===== config.mk =====
export PLATFORM = sky130hd
export DESIGN_NAME = bitstream_bit_reader
export DESIGN_NICKNAME = d
export VERILOG_FILES = /design/src/rtl/bitstream_bit_reader.sv
export SDC_FILE = /design/constraint.sdc
export NUM_CORES = 1
export LEC_CHECK = 0
export ABC_AREA = 1
export CORE_ASPECT_RATIO = 2
export CORE_MARGIN = 5
export CORE_UTILIZATION = 47
export DETAILED_ROUTE_END_ITERATION = 8
export HOLD_SLACK_MARGIN = 0.05
export SETUP_SLACK_MARGIN = 0.05
export SLEW_MARGIN = 20
export SYNTH_ARGS = -nofsm -noshare
export SYNTH_HDL_FRONTEND = slang
export SYNTH_SLANG_ARGS = --single-unit

===== constraint.sdc =====
create_clock -name i_clk -period 8.5 [get_ports i_clk]
set_input_delay 1.275 -clock i_clk [delete_from_list [all_inputs] [get_ports i_clk]]
set_output_delay 1.275 -clock i_clk [all_outputs]
set_load 0.005 [all_outputs]

===== src/rtl/bitstream_bit_reader.sv =====
// Byte-stream to variable-length bit reader feeding the CABAC engine.
// Bytes pass through a small FIFO into an MSB-aligned accumulator, optionally dropping emulation-prevention bytes.
module bitstream_bit_reader #(
    parameter int DEPTH     = 16,
    parameter int MAX_BITS  = 8,
    parameter int ACC_W     = 16,
    parameter int EPB_STRIP = 1
) (
    input  logic                          i_clk,
    input  logic                          i_rst,
    input  logic                          i_clr,
    input  logic [7:0]                    i_in_data,
    input  logic                          i_in_valid,
    input  logic                          i_in_last,
    output logic                          o_in_ready,
    input  logic                          i_req,
    input  logic [$clog2(MAX_BITS+1)-1:0] i_req_bits,
    output logic                          o_req_ready,
    output logic [MAX_BITS-1:0]           o_out_bits,
    output logic                          o_out_valid,
    output logic                          o_out_eos,
    output logic [$clog2(ACC_W+1)-1:0]    o_bits_avail,
    output logic                          o_eos
);
    localparam int RB_W  = $clog2(MAX_BITS+1);
    localparam int CNT_W = $clog2(ACC_W+1);
    localparam int AW    = $clog2(DEPTH);
    localparam int FC_W  = $clog2(DEPTH+1);
    localparam logic [CNT_W-1:0] REFILL_MAX = CNT_W'(ACC_W - 8);
    localparam logic [RB_W-1:0]  MAX_BITS_V = RB_W'(MAX_BITS);
    localparam logic [FC_W-1:0]  DEPTH_V    = FC_W'(DEPTH);

    typedef enum logic [1:0] {S_RUN, S_TAIL, S_DONE} state_t;

    state_t              r_state;
    logic [8:0]          r_mem [DEPTH];
    logic [AW-1:0]       r_wptr;
    logic [AW-1:0]       r_rptr;
    logic [FC_W-1:0]     r_fcnt;
    logic [ACC_W-1:0]    r_acc;
    logic [CNT_W-1:0]    r_acc_cnt;
    logic [1:0]          r_zcnt;
    logic                r_drained;
    logic [MAX_BITS-1:0] r_out_bits;
    logic                r_out_valid;
    logic                r_out_eos;

    logic                w_full;
    logic                w_empty;
    logic                w_wr;
    logic [CNT_W-1:0]    w_bits_ext;
    logic                w_take;
    logic                w_short;
    logic [CNT_W-1:0]    w_taken;
    logic [CNT_W-1:0]    w_rem;
    logic                w_pop;
    logic [8:0]          w_pop_ent;
    logic [7:0]          w_pop_byte;
    logic                w_pop_last;
    logic                w_strip;
    logic [ACC_W-1:0]    w_load_word;
    logic [MAX_BITS-1:0] w_extract;
    logic [ACC_W-1:0]    w_acc_next;
    logic [CNT_W-1:0]    w_cnt_next;
    logic [1:0]          w_zcnt_next;
    logic                w_drained_next;

    assign w_full     = (r_fcnt == DEPTH_V);
    assign w_empty    = (r_fcnt == '0);
    assign o_in_ready = !w_full && (r_state == S_RUN);
    assign w_wr       = i_in_valid && o_in_ready;

    // Once the last byte has left the FIFO, any request is served, short ones zero-padded.
    assign w_bits_ext  = CNT_W'(i_req_bits);
    assign o_req_ready = (i_req_bits != '0) && (r_state != S_DONE) &&
                         ((r_acc_cnt >= w_bits_ext) || r_drained);
    assign w_take      = i_req && o_req_ready;
    assign w_short     = (r_acc_cnt < w_bits_ext);
    assign w_taken     = !w_take ? '0 : (w_short ? r_acc_cnt : w_bits_ext);
    assign w_rem       = r_acc_cnt - w_taken;

    // Refill looks at what remains after this cycle's consume, so both overlap.
    assign w_pop       = !w_empty && (w_rem <= REFILL_MAX);
    assign w_pop_ent   = r_mem[r_rptr];
    assign w_pop_byte  = w_pop_ent[7:0];
    assign w_pop_last  = w_pop_ent[8];
    assign w_strip     = (EPB_STRIP != 0) && (r_zcnt == 2'd2) && (w_pop_byte == 8'h03);
    assign w_load_word = {w_pop_byte, {(ACC_W-8){1'b0}}} >> w_rem;

    // Bits below acc_cnt are always zero, so a short tail read pads itself.
    assign w_extract = r_acc[ACC_W-1 -: MAX_BITS] >> (MAX_BITS_V - i_req_bits);

    always_comb begin
        w_acc_next     = r_acc << w_taken;
        w_cnt_next     = w_rem;
        w_zcnt_next    = r_zcnt;
        w_drained_next = r_drained;
        if (w_pop) begin
            if (w_pop_last) begin
                w_drained_next = 1'b1;
            end
            if (w_strip) begin
                w_zcnt_next = 2'd0;
            end else begin
                w_acc_next  = w_acc_next | w_load_word;
                w_cnt_next  = w_rem + CNT_W'(8);
                if (w_pop_byte != 8'h00) begin
                    w_zcnt_next = 2'd0;
                end else if (r_zcnt != 2'd2) begin
                    w_zcnt_next = r_zcnt + 2'd1;
                end
            end
        end
    end

    always_ff @(posedge i_clk) begin
        if (w_wr) begin
            r_mem[r_wptr] <= {i_in_last, i_in_data};
        end
    end

    always_ff @(posedge i_clk or posedge i_rst) begin
        if (i_rst) begin
            r_state     <= S_RUN;
            r_wptr      <= '0;
            r_rptr      <= '0;
            r_fcnt      <= '0;
            r_acc       <= '0;
            r_acc_cnt   <= '0;
            r_zcnt      <= 2'd0;
            r_drained   <= 1'b0;
            r_out_bits  <= '0;
            r_out_valid <= 1'b0;
            r_out_eos   <= 1'b0;
        end else if (i_clr) begin
            r_state     <= S_RUN;
            r_wptr      <= '0;
            r_rptr      <= '0;
            r_fcnt      <= '0;
            r_acc       <= '0;
            r_acc_cnt   <= '0;
            r_zcnt      <= 2'd0;
            r_drained   <= 1'b0;
            r_out_bits  <= '0;
            r_out_valid <= 1'b0;
            r_out_eos   <= 1'b0;
        end else begin
            if (w_wr) begin
                r_wptr <= r_wptr + 1'b1;
            end
            if (w_pop) begin
                r_rptr <= r_rptr + 1'b1;
            end
            r_fcnt      <= r_fcnt + FC_W'(w_wr) - FC_W'(w_pop);
            r_acc       <= w_acc_next;
            r_acc_cnt   <= w_cnt_next;
            r_zcnt      <= w_zcnt_next;
            r_drained   <= w_drained_next;
            r_out_valid <= w_take;
            r_out_eos   <= w_take && w_short;
            if (w_take) begin
                r_out_bits <= w_extract;
            end
            case (r_state)
                S_RUN: begin
                    if (w_wr && i_in_last) begin
                        r_state <= S_TAIL;
                    end
                end
                S_TAIL: begin
                    if (w_drained_next && (w_cnt_next == '0)) begin
                        r_state <= S_DONE;
                    end
                end
                default: r_state <= S_DONE;
            endcase
        end
    end

    assign o_out_bits   = r_out_bits;
    assign o_out_valid  = r_out_valid;
    assign o_out_eos    = r_out_eos;
    assign o_bits_avail = r_acc_cnt;
    assign o_eos        = (r_state == S_DONE);

    a_req_bits_legal: assert property (@(posedge i_clk) disable iff (i_rst)
        i_req |-> (i_req_bits <= MAX_BITS_V));

endmodule


==> results.py, run 1 <==
metrics = {
    "clock_network": {
        "clock_path_buffers": 2,
        "post_cts.repair.setup_buffers": 0,
        "htreeDepth": 4,
        "cts-buffers-inserted": 17,
        "cts_sinks": 193,
        "cts-hold-fix-buffers": 0,
        "root_buffer": "clkbuf_16",
        "clk_pin_slew_ps": 70,
        "cts_tree": "done",
        "cts_resized": 0,
        "clock_latency_ps": 440,
    },
    "global_route": {
        "grt_pass1_wl_mm": 40.3,
        "grt_pass1_vias": 7524,
        "grt_use_total_pct": 21.8,
        "antenna_found_initial": 0,
        "grt_overflow_total": 0,
        "grt_max_degree": 50,
    },
    "critical_path": {
        "slowest_stage": "clkdlybuf4s50_1",
        "cp.arrival_ps": 7160,
        "required_ps": 8820,
        "critPathMaxStageDelay_ps": 760,
        "crit_path_max_fanout": 22,
        "r2r_slack_ps": 2720,
        "critPathKind": "in2reg",
        "endpoint_kind": "flop",
        "cpMostUsedCell": "inv_1",
        "r2r_cells": 28,
        "reg2reg_to": "r_fcnt[4]",
        "cp-start-kind": "primary input",
        "r2r-start": "o_bits_avail[3]",
    },
    "hold_path": {
        "hold_path.class": "reg2reg",
        "min_path_cells": 2,
        "min_from": "r_zcnt[1]",
        "holdPathEnd": "r_zcnt[1]",
    },
    "routing": {
        "wl_per_cell_um": 18.2,
        "drc": 0,
        "antenna_left": 0,
        "viasPerCell": 5.41,
        "wirelength_mm": 26.0,
        "vias": 7734,
        "dr.pass1.iters": 5,
        "drt-initial-drc-count": 662,
    },
    "sta": {
        "fin_setup_tns_ps": 0,
        "rsz0062_at_grt": "false",
        "tightest_slew_ps": 1130,
        "maxSlewHeadroom_pct": 24.5,
        "fin_crit_sh_pct": 80.4,
        "setup_violations": 0,
        "fmaxAchievable_ghz": 0.146,
        "fin_skew_ps": 11.4,
        "maxSlewViolCount": 0,
        "fin_crit_ps": 6840,
        "finalHoldViolCount": 0,
    },
    "power": {
        "p_per_area_nw_per_um2": 336,
        "swShare_pct": 43.6,
        "peakVddDrop_uv": 218,
        "combPwrFrac_pct": 46.3,
        "leakagePower_nw": 4.57,
        "p_clk_share_pct": 22.0,
        "seqPwrFrac_pct": 31.7,
        "p_switching_mw": 1.62,
        "intPower_mw": 2.09,
    },
    "logic_synthesis": {
        "synth_ff_type": "edfxtp_1",
        "yosys.area.top_type": "edfxtp_1",
        "synth.yosys.warnings": 0,
        "syn_area_per_cell_um2": 8.74,
        "ys_types": 40,
        "synth_most_common_cell": "nand2_1",
        "synth.area.top_cells": "edfxtp_1, nand2_1, dfrtp_1",
        "ys_ff_latch": 193,
        "syn-cell-area_um2": 9950,
        "ys_async_sr_fraction_pct": 25.4,
        "synth.top_cell.area_share_pct": 43.5,
        "synth-edff-count": 144,
        "syn-num-nets": 1180,
        "yosysSeqAreaShare_pct": 55.8,
        "synthCells": 1138,
        "synthTopCellsByCount": "nand2_1, nand3_1, edfxtp_1",
    },
    "placed_design": {
        "place_hpwl_mm": 19.0,
        "gp_congestion": 0.944,
        "port_buffers": 35,
    },
    "floorplanning": {
        "die_w_um": 113,
        "start_util_pct": 47.5,
        "core_um2": 20900,
        "rows": 75,
        "die-area_um2": 24300,
        "io_pins": 36,
        "fp.dieH_um": 216,
    },
    "final_layout": {
        "drive_gt1_share_pct": 5.17,
        "fin_nets": 1189,
        "syn2layout_area_growth_pct": 10.9,
        "post-route-util_pct": 52.7,
        "antennaDiodeCount": 0,
    },
    "run": {
        "cap_violations": 0,
    },
    "run_status": {
        "outcome": "completed",
    },
}
-- area by class of cell --
type | instances | area, um2
Clock buffer | 18 | 429
Clock inverter | 14 | 180
Fill cell | 1966 | 9900
Inverter | 98 | 369
Multi-Input combinational cell | 797 | 3770
Sequential cell | 193 | 5550
Tap cell | 269 | 337
Timing Repair Buffer | 40 | 388
-- placed cells by master, fill, tap and decap left out, types with 5 or more instances in the layout --
cell type	count
nand2_1	356
nand3_1	155
edfxtp_1	144
nor2_1	112
inv_1	90
dfrtp_1	48
o21ai_0	43
a21oi_1	38
clkdlybuf4s50_1	35
nand4_1	24
ha_1	22
clkbuf_16	17
inv_2	5
buf_4	5
-- flip-flops by register name, indices dropped and copies added (netlist names) --
name	count
r_rptr	4
r_zcnt	2
r_state	2
r_fcnt	5
r_acc	16
o_out_bits	8
r_drained	1
o_out_eos	1
r_mem	144
o_out_valid	1
r_wptr	4
o_bits_avail	5
-- layer usage --
layer | part of all wire, % | routed length (um) | GRT usage, %
met1 | 35 | 9000 | 21.1
met5 | 0 | 0 | 0
met3 | 3.0 | 791 | 3.34
met2 | 58 | 15000 | 42.6
met4 | 4.9 | 1270 | 11.9
-- power by group through the flow --
| stage | sequential, mW | combinational, mW | clock, mW |
|---|---|---|---|
| after global routing | 1.18 | 1.94 | 0.874 |
| after detailed placement | 1.19 | 1.72 | 0 |
| after global placement | 1.19 | 1.70 | 0 |
| after floorplan | 1.15 | 1.24 | 0 |
| final | 1.17 | 1.72 | 0.817 |
| after CTS | 1.17 | 1.72 | 0.835 |
-- per-stage QoR --
step | worst slack, ps | cell area, um2 | instances | hold WS (ps) | total power, mW
floorplan | 2930 | 9950 | 1138 | 453 | 2.39
global placement | 1390 | 10400 | 1397 | 468 | 2.90
detailed placement | 1220 | 10400 | 1397 | 480 | 2.91
CTS | 1700 | 11000 | 1429 | 495 | 3.73
global route | 1090 | 11000 | 1429 | 521 | 3.99
finish | 1660 | 11000 | 1429 | 490 | 3.71
-- worst max-delay path: cells and delay by family --
kind / cells / cell delay, ps
buffers and inverters: 6 / 1520
AOI/OAI and AO/OA: 3 / 700
and+or+nand+nor: 11 / 2160
adders and majority gates: 5 / 1370
xor gates and xnor gates: 1 / 120
-- worst max path at each step --
stage                       start   endpoint  slack [ps]  depth (start not counted)
floorplan           i_req_bits[3]  r_fcnt[4]        2930                         31
global placement    i_req_bits[0]  r_fcnt[4]        1390                         26
detailed placement  i_req_bits[0]  r_fcnt[4]        1220                         26
CTS                 i_req_bits[0]  r_fcnt[4]        1700                         26
global route        i_req_bits[0]  r_fcnt[4]        1090                         26
finish              i_req_bits[0]  r_fcnt[4]        1660                         26
-- cells by family after synthesis --
| kind of cell | count (synthesis) | synth area share (%) |
|---|---|---|
| AO/OA/AOI/OAI | 100 | 5.62 |
| XOR/XNOR | 6 | 0.604 |
| adder cells (fa/ha/maj) | 24 | 3.17 |
| buffers and inverters | 148 | 6.27 |
| flip-flops | 193 | 55.8 |
| multiplexers | 1 | 0.101 |
| AND/OR/NAND/NOR | 666 | 28.4 |
Power figures use the tool's default switching activity.
==> run 2: changes to the inputs <==
Settings changed: PLACE_DENSITY set to 0.66.
Clock period 8.5 ns to 5.6 ns, I/O delays scaled along.
==> run 2 against run 1 <==
Compared with the run above: non-clock buffer count increased by 19; register-to-register slack got worse by 1600 ps; final cell count increased by 1.3%; cell area increased by 1.3%; clock-buffer cell count increased by 7; sequential cell count unchanged.
==> results.py, run 2 (synthesis gave the netlist of run 1 again) <==
metrics = {
    "power": {
        "leakagePower_nw": 4.68,
        "peakVddDrop_uv": 280,
        "power.total_mw": 5.65,
        "p_per_area_nw_per_um2": 506,
    },
    "final_layout": {
        "final_cell_mix": "nand2_1, nand3_1, edfxtp_1",
        "largest_register_ffs": 144,
        "layout_commonest_cell": "nand2_1",
        "syn2layout_area_growth_pct": 12.3,
        "post-route-util_pct": 53.4,
        "regMostFlops": "r_mem",
        "drive_gt1_share_pct": 6.79,
        "nFillCells": 1870,
        "antennaDiodeCount": 0,
        "fin_nets": 1208,
    },
    "sta": {
        "fin_skew_ps": 16.5,
        "maxSlewViolCount": 0,
        "setup_violations": 0,
        "tightest_slew_ps": 1090,
        "fmaxAchievable_ghz": 0.198,
        "finalHoldViolCount": 0,
        "fin_crit_ps": 5040,
        "fin_crit_sh_pct": 90.0,
        "fin_setup_tns_ps": 0,
        "maxSlewHeadroom_pct": 26.9,
        "rsz0062_at_grt": "false",
    },
    "global_route": {
        "grt_overflow_total": 0,
        "antenna_found_initial": 0,
        "grt_pass1_wl_mm": 39.4,
        "grt_use_total_pct": 21.1,
        "grt_max_degree": 85,
        "grt_pass1_vias": 7696,
    },
    "critical_path": {
        "cp-start-kind": "primary input",
        "slowest_stage": "clkdlybuf4s50_1",
        "crit_path_max_fanout": 9,
        "required_ps": 5920,
        "endpoint_kind": "flop",
        "critPathMaxStageDelay_ps": 520,
        "cp.arrival_ps": 5360,
        "critPathKind": "in2reg",
        "cpMostUsedCell": "inv_1",
    },
    "clock_network": {
        "post_cts.repair.setup_buffers": 0,
        "clock_path_buffers": 2,
        "cts_sinks": 193,
        "cts_resized": 0,
        "htreeDepth": 4,
        "cts-buffers-inserted": 17,
        "clk_pin_slew_ps": 70,
        "root_buffer": "clkbuf_16",
        "cts_tree": "done",
        "cts-hold-fix-buffers": 0,
        "clock_latency_ps": 450,
    },
    "placed_design": {
        "gp_congestion": 0.923,
        "port_buffers": 35,
        "place_hpwl_mm": 18.2,
    },
    "run_status": {
        "outcome": "completed",
    },
    "floorplanning": {
        "fp.dieH_um": 216,
        "io_pins": 36,
        "die_w_um": 113,
        "start_util_pct": 47.5,
        "die-area_um2": 24300,
        "core_um2": 20900,
        "rows": 75,
    },
    "hold_path": {
        "hold_path.class": "reg2reg",
    },
    "run": {
        "cap_violations": 0,
    },
    "routing": {
        "vias": 7787,
        "wirelength_mm": 25.3,
        "dr.pass1.iters": 5,
        "drc": 0,
        "antenna_left": 0,
        "wl_per_cell_um": 17.5,
        "viasPerCell": 5.38,
        "drt-initial-drc-count": 682,
    },
}
==> run 2: final timing paths <==
path / startpoint / end / slack [ps] / depth (start not counted)
max: i_req_bits[2] / r_fcnt[4] / 560 / 31
min in group asynchronous: i_rst / o_out_bits[1] / 870 / 3
max reg2reg: o_bits_avail[2] / r_fcnt[4] / 1130 / 29
max in group asynchronous: i_rst / r_rptr[0] / 4250 / 3
min: r_zcnt[0] / r_zcnt[0] / 490 / 2
min reg2reg: r_zcnt[0] / r_zcnt[0] / 490 / 2
==> run 2: area by class of cell <==
type	instances	area, um2	share of cell area [%]
Sequential cell	193	5550	49.7
Multi-Input combinational cell	797	3770	33.8
Clock buffer	25	553	4.95
Timing Repair Buffer	59	531	4.75
Inverter	98	368	3.29
Tap cell	269	337	3.01
Clock inverter	7	57.6	0.515
==> run 2: worst max-delay path: cells and delay by family <==
kind	cells	cell delay, ps
compound gates	2	140
simple gates	15	1600
buf+inv	7	910
fa+ha+maj	6	1720
xor+xnor	1	120
==> run 2: per-layer routing <==
| layer | track usage (%) | vias to the layer above | wire, um |
|---|---|---|---|
| li1 | - | 3841 | - |
| met1 | 20.0 | 3673 | 8640 |
| met2 | 41.1 | 205 | 14500 |
| met3 | 3.36 | 68 | 768 |
| met4 | 12.5 | 0 | 1420 |
| met5 | 0 | - | 0 |
==> run 2: per-stage QoR <==
step | setup slack, ps | cell area [um2] | hold slack [ps] | cells
final | 561 | 11200 | 493 | 1448
after detailed placement | 139 | 10600 | 480 | 1416
after floorplan | 467 | 9950 | 453 | 1138
after global routing | 105 | 11200 | 527 | 1448
after global placement | 221 | 10600 | 467 | 1416
after CTS | 585 | 11200 | 496 | 1448
==> run 2: power breakdown <==
group          internal [mW]  switching, mW
sequential              1.66         0.0847
combinational          0.904           1.78
clock                  0.696          0.527
total                   3.26           2.39
